$ cat config.mk
export PLATFORM = sky130hd
export DESIGN_NAME = gray_counter
export DESIGN_NICKNAME = d
export VERILOG_FILES = /design/src/rtl/gray_pkg.sv /design/src/rtl/gray_counter_bin_to_gray.sv /design/src/rtl/gray_counter.sv
export SDC_FILE = /design/constraint.sdc
export NUM_CORES = 1
export LEC_CHECK = 0
export ABC_AREA = 1
export CAP_MARGIN = 20
export CORE_AREA = 10 10 47 49
export CTS_CLUSTER_SIZE = 28
export DETAILED_ROUTE_END_ITERATION = 10
export DIE_AREA = 0 0 57 59
export PLACE_DENSITY = 0.71
export SYNTH_ARGS = -nofsm -noshare
export SYNTH_HDL_FRONTEND = slang
export SYNTH_HIERARCHICAL = 1
export SYNTH_SLANG_ARGS = --single-unit
export TNS_END_PERCENT = 100
$ cat constraint.sdc
create_clock -name clk -period 2.1 [get_ports clk]
set_clock_uncertainty 0.05 [all_clocks]
set_input_delay 0.63 -clock clk [delete_from_list [all_inputs] [get_ports clk]]
set_output_delay 0.63 -clock clk [all_outputs]
set_load 0.1 [all_outputs]
$ cat src/rtl/gray_pkg.sv
// Shared Gray-code helpers and the per-cycle operation type used by the counter.
package gray_pkg;

    localparam int GRAY_MAX_W = 32;

    typedef enum logic [1:0] {
        OP_HOLD = 2'd0,
        OP_LOAD = 2'd1,
        OP_STEP = 2'd2
    } gray_op_e;

    function automatic logic [GRAY_MAX_W-1:0] bin2gray(logic [GRAY_MAX_W-1:0] b);
        return b ^ (b >> 1);
    endfunction

    // Prefix XOR from the MSB down, done in log2 doubling passes.
    function automatic logic [GRAY_MAX_W-1:0] gray2bin(logic [GRAY_MAX_W-1:0] g);
        logic [GRAY_MAX_W-1:0] b;
        b = g;
        for (int unsigned s = 1; s < GRAY_MAX_W; s = s << 1) begin
            b = b ^ (b >> s);
        end
        return b;
    endfunction

endpackage

$ cat src/rtl/gray_counter_bin_to_gray.sv
// Combinational binary-to-Gray encoder.
module bin_to_gray #(
    parameter int N = 4
) (
    input  logic [N-1:0] i_bin,
    output logic [N-1:0] o_gray
);

    assign o_gray = i_bin ^ (i_bin >> 1);

endmodule

$ cat src/rtl/gray_counter.sv
// Registered up/down counter emitting both binary and Gray code, with wrap pulse.
module gray_counter
    import gray_pkg::*;
#(
    parameter int           N         = 4,
    parameter logic [N-1:0] RESET_VAL = '0
) (
    input  logic         clk,
    input  logic         rst_n,
    input  logic         en,
    input  logic         up,
    input  logic         load,
    input  logic [N-1:0] load_val,
    output logic [N-1:0] bin_out,
    output logic [N-1:0] gray_out,
    output logic         wrap
);

    localparam logic [GRAY_MAX_W-1:0] RESET_GRAY_W =
        bin2gray({{(GRAY_MAX_W-N){1'b0}}, RESET_VAL});
    localparam logic [N-1:0] RESET_GRAY = RESET_GRAY_W[N-1:0];
    localparam logic [N-1:0] ONE        = {{(N-1){1'b0}}, 1'b1};

    logic [N-1:0] r_bin;
    logic [N-1:0] r_gray;
    logic         r_wrap;

    gray_op_e     w_op;
    logic [N-1:0] w_bin_step;
    logic         w_wrap_step;
    logic [N-1:0] w_bin_next;
    logic [N-1:0] w_gray_next;
    logic         w_wrap_next;

    assign w_bin_step  = up ? (r_bin + ONE) : (r_bin - ONE);
    assign w_wrap_step = up ? (&r_bin) : ~(|r_bin);

    always_comb begin
        w_op        = OP_HOLD;
        w_bin_next  = r_bin;
        w_wrap_next = 1'b0;
        if (load) begin
            w_op = OP_LOAD;
        end else if (en) begin
            w_op = OP_STEP;
        end
        case (w_op)
            OP_LOAD: w_bin_next = load_val;
            OP_STEP: begin
                w_bin_next  = w_bin_step;
                w_wrap_next = w_wrap_step;
            end
            default: w_bin_next = r_bin;
        endcase
    end

    // Gray is encoded from the next binary value so both registers update on the same edge.
    bin_to_gray #(.N(N)) u_bin_to_gray (
        .i_bin  (w_bin_next),
        .o_gray (w_gray_next)
    );

    always_ff @(posedge clk) begin
        if (!rst_n) begin
            r_bin  <= RESET_VAL;
            r_gray <= RESET_GRAY;
            r_wrap <= 1'b0;
        end else begin
            r_bin  <= w_bin_next;
            r_gray <= w_gray_next;
            r_wrap <= w_wrap_next;
        end
    end

    assign bin_out  = r_bin;
    assign gray_out = r_gray;
    assign wrap     = r_wrap;

endmodule

==> impl_metrics.env <==
export IMPL_grt_start_max_net_pins=9
export IMPL_holdBufCountCts=0
export IMPL_syn_to_final_growth_pct=59.5
export IMPL_gp_congestion=0.771
export IMPL_max_cap_violations=0
export IMPL_yosys_warnings=6
export IMPL_final_cell_area_sq_um=842
export IMPL_yosys_area_top_type_share_pct=34.1
export IMPL_drt_first_iter_violations=7
export IMPL_setup_violations=0
export IMPL_track_usage_pct=8.10
export IMPL_viasPerCell=4.56
export IMPL_postCtsSetupBuffers=0
export IMPL_p_sw_share_pct=40.7
export IMPL_antennaDiodeCount=0
export IMPL_grt_overflow=0
export IMPL_num_vias=538
export IMPL_synth_top_cell_by_area="dfxtp_1"
export IMPL_drive_gt1_share_pct=20.6
export IMPL_vdd_ir_drop_max_mv=0.349
export IMPL_dpl_cell_area_sq_um=815
export IMPL_drt_total_wl_um=1340
export IMPL_hold_violations=0
export IMPL_seqPwrFrac_pct=33.7
export IMPL_h_tree_depth=1
export IMPL_cts_repair_resized=2
export IMPL_ys_async_sr_fraction_pct=0
export IMPL_clk_pin_slew_worst_paths_ps=60
export IMPL_dieWidth_um=57
export IMPL_wl_per_cell_um=11.3
export IMPL_grt_pass1_wl_um=2080
export IMPL_final_max_slew_viol_count=0
export IMPL_synth_flop_cell="dfxtp_1"
export IMPL_hp_start="bin_out[2]"
export IMPL_antenna_left=0
export IMPL_synth_edf_count=0
export IMPL_yosys_cell_types_count=17
export IMPL_timing_rr_start="bin_out[0]"
export IMPL_ys_seq_area_share_pct=34.1
export IMPL_internal_power_uw=358
export IMPL_io_pins=18
export IMPL_crit_start="up"
export IMPL_drc=0
export IMPL_critPathTopFamily="simple AND/OR/NAND/NOR gates"
export IMPL_rows=14
export IMPL_crit_slowest_cell="ha_1"
export IMPL_crit_top_cell="nand2_1"
export IMPL_dp_hpwl_um=1120
export IMPL_grt_pass1_vias=497
export IMPL_period_needed_ps=1930
export IMPL_slew_headroom_pct=80.9
export IMPL_postSynthAreaPerCell_sq_um=6.52
export IMPL_power_density_mw_per_mm2=717
export IMPL_clock_sinks=9
export IMPL_clock_fmax_ghz=0.517
export IMPL_slowest_delay_ps=300
export IMPL_comb_power_share_pct=43.2
export IMPL_start_util_pct=37.7
export IMPL_core_area_sq_mm=0.00140
export IMPL_synth_nets=93
export IMPL_clockBufferDepth=2
export IMPL_clockRootBuffer="clkbuf_4"
export IMPL_cp_max_fo=3
export IMPL_start_kind="input pin"
export IMPL_rsz0062_at_grt="false"
export IMPL_arrival_ps=2050
export IMPL_path_buf_inv=4
export IMPL_io_buffers=17
export IMPL_status="complete, no violations"
export IMPL_clkPwrFrac_pct=23.1
export IMPL_cts_buffers=3
export IMPL_min_path_type="reg2reg"
export IMPL_die_area_sq_mm=0.00336
export IMPL_path_cells="dlygate4sd2_1 > inv_1 > ha_1 > or2_1 > nand3_1 > nand3_1 > nand2_1 > inv_1 > nand2_1 > nand2_1 > nand2_1 > inv_1"
export IMPL_clkLatencyLatePin_ps=270
export IMPL_die_y_um=59
export IMPL_synth_area_leaders="dfxtp_1 (34%), nand2_1 (21%), inv_1 (13%)"
export IMPL_post_route_period_util_pct=92.1
export IMPL_synth_area_sq_um=528
export IMPL_fin_hold_ws_ps=469
export IMPL_worstMarginPinSlew_ps=285
export IMPL_antenna_found_initial=0
export IMPL_fin_setup_tns_ps=0
export IMPL_nets=115
export IMPL_cts_tree="built"
export IMPL_p_leak_nw=0.441
export IMPL_crit_required_ps=2220
export IMPL_power_switching_uw=246
export IMPL_endpoint_kind="flip-flop"
export IMPL_worstSetupPathType="in2reg"
export IMPL_syn_inst=81
export IMPL_dr_pass1_iters=4
export IMPL_ys_ff_latch=9
[layer usage]
layer | share of wire (%) | wire, um | up-vias | GRT usage, %
met5 | 0 | 0 | - | 0
met4 | 3.6 | 48 | 0 | 7.05
met3 | 6.2 | 83 | 5 | 4.08
met2 | 52 | 696 | 12 | 13.6
met1 | 38 | 510 | 235 | 7.05
li1 | - | - | 286 | -
[path summary, 6_finish.rpt]
kind | slack, ps | to | depth (start not counted)
max | 170 | gray_out[2] | 12
min | 470 | wrap | 2
max reg2reg | 350 | gray_out[2] | 10
min reg2reg | 470 | wrap | 2
[layout by cell type (no fill, tap or decap), types with 2 or more instances in the layout]
cell type and instances:
nand3_1 5, clkdlybuf4s50_1 7, ha_1 2, buf_4 2, nand2_1 30, nor2_1 3, clkbuf_4 3, inv_1 18
dfxtp_1 6, dfxtp_2 3, a21oi_1 3, a22oi_1 2, buf_12 9
[final cells by class]
type / instances / area [sq um]
Fill cell: 128 / 559
Multi-Input combinational cell: 52 / 270
Tap cell: 16 / 20.0
Inverter: 18 / 67.6
Timing Repair Buffer: 19 / 274
Clock buffer: 4 / 26.3
Sequential cell: 9 / 184
[flip-flops by register name, summed over array words and instances (netlist names)]
name and flops:
bin_out 4, wrap 1, gray_out 4
[power by group through the flow]
stage	clock, mW	combinational [mW]	sequential, mW
2_1_floorplan	0	0.0686	0.300
3_3_place_gp	0	0.258	0.207
3_5_place_dp	0	0.263	0.208
4_1_cts	0.147	0.264	0.204
5_1_grt	0.154	0.278	0.205
6_report	0.139	0.261	0.204
[cell usage after synthesis, types with 2 or more instances]
cell and number:
nand2_1 30, inv_1 18, dfxtp_1 9, nand3_1 5, a21oi_1 3, nor2_1 3, a22oi_1 2, ha_1 2
[worst min-delay path: cells and delay by family (launching register included)]
kind,cells,cell delay [ps]
AO/OA/AOI/OAI,1,50
AND/OR/NAND/NOR,1,70
flip-flops,1,360
[through the flow]
step / utilization [%] / power [mW] / setup WS, ps / cells
6_report: 60.1 / 0.604 / 167 / 118
2_1_floorplan: - / 0.368 / 5.39 / 81
5_1_grt: 60.1 / 0.637 / 14.8 / 118
4_1_cts: 60.1 / 0.615 / 169 / 118
3_3_place_gp: 58.1 / 0.465 / -343 / 114
3_5_place_dp: 58.1 / 0.471 / -378 / 114
[cells by family after synthesis]
logic type	share of synthesized area (%)
flip-flops	34.1
adder cells (fa/ha/maj)	8.53
AO/OA/AOI/OAI	9.48
AND/OR/NAND/NOR	32.7
buffers and inverters	15.2
Power figures use the tool's default switching activity.
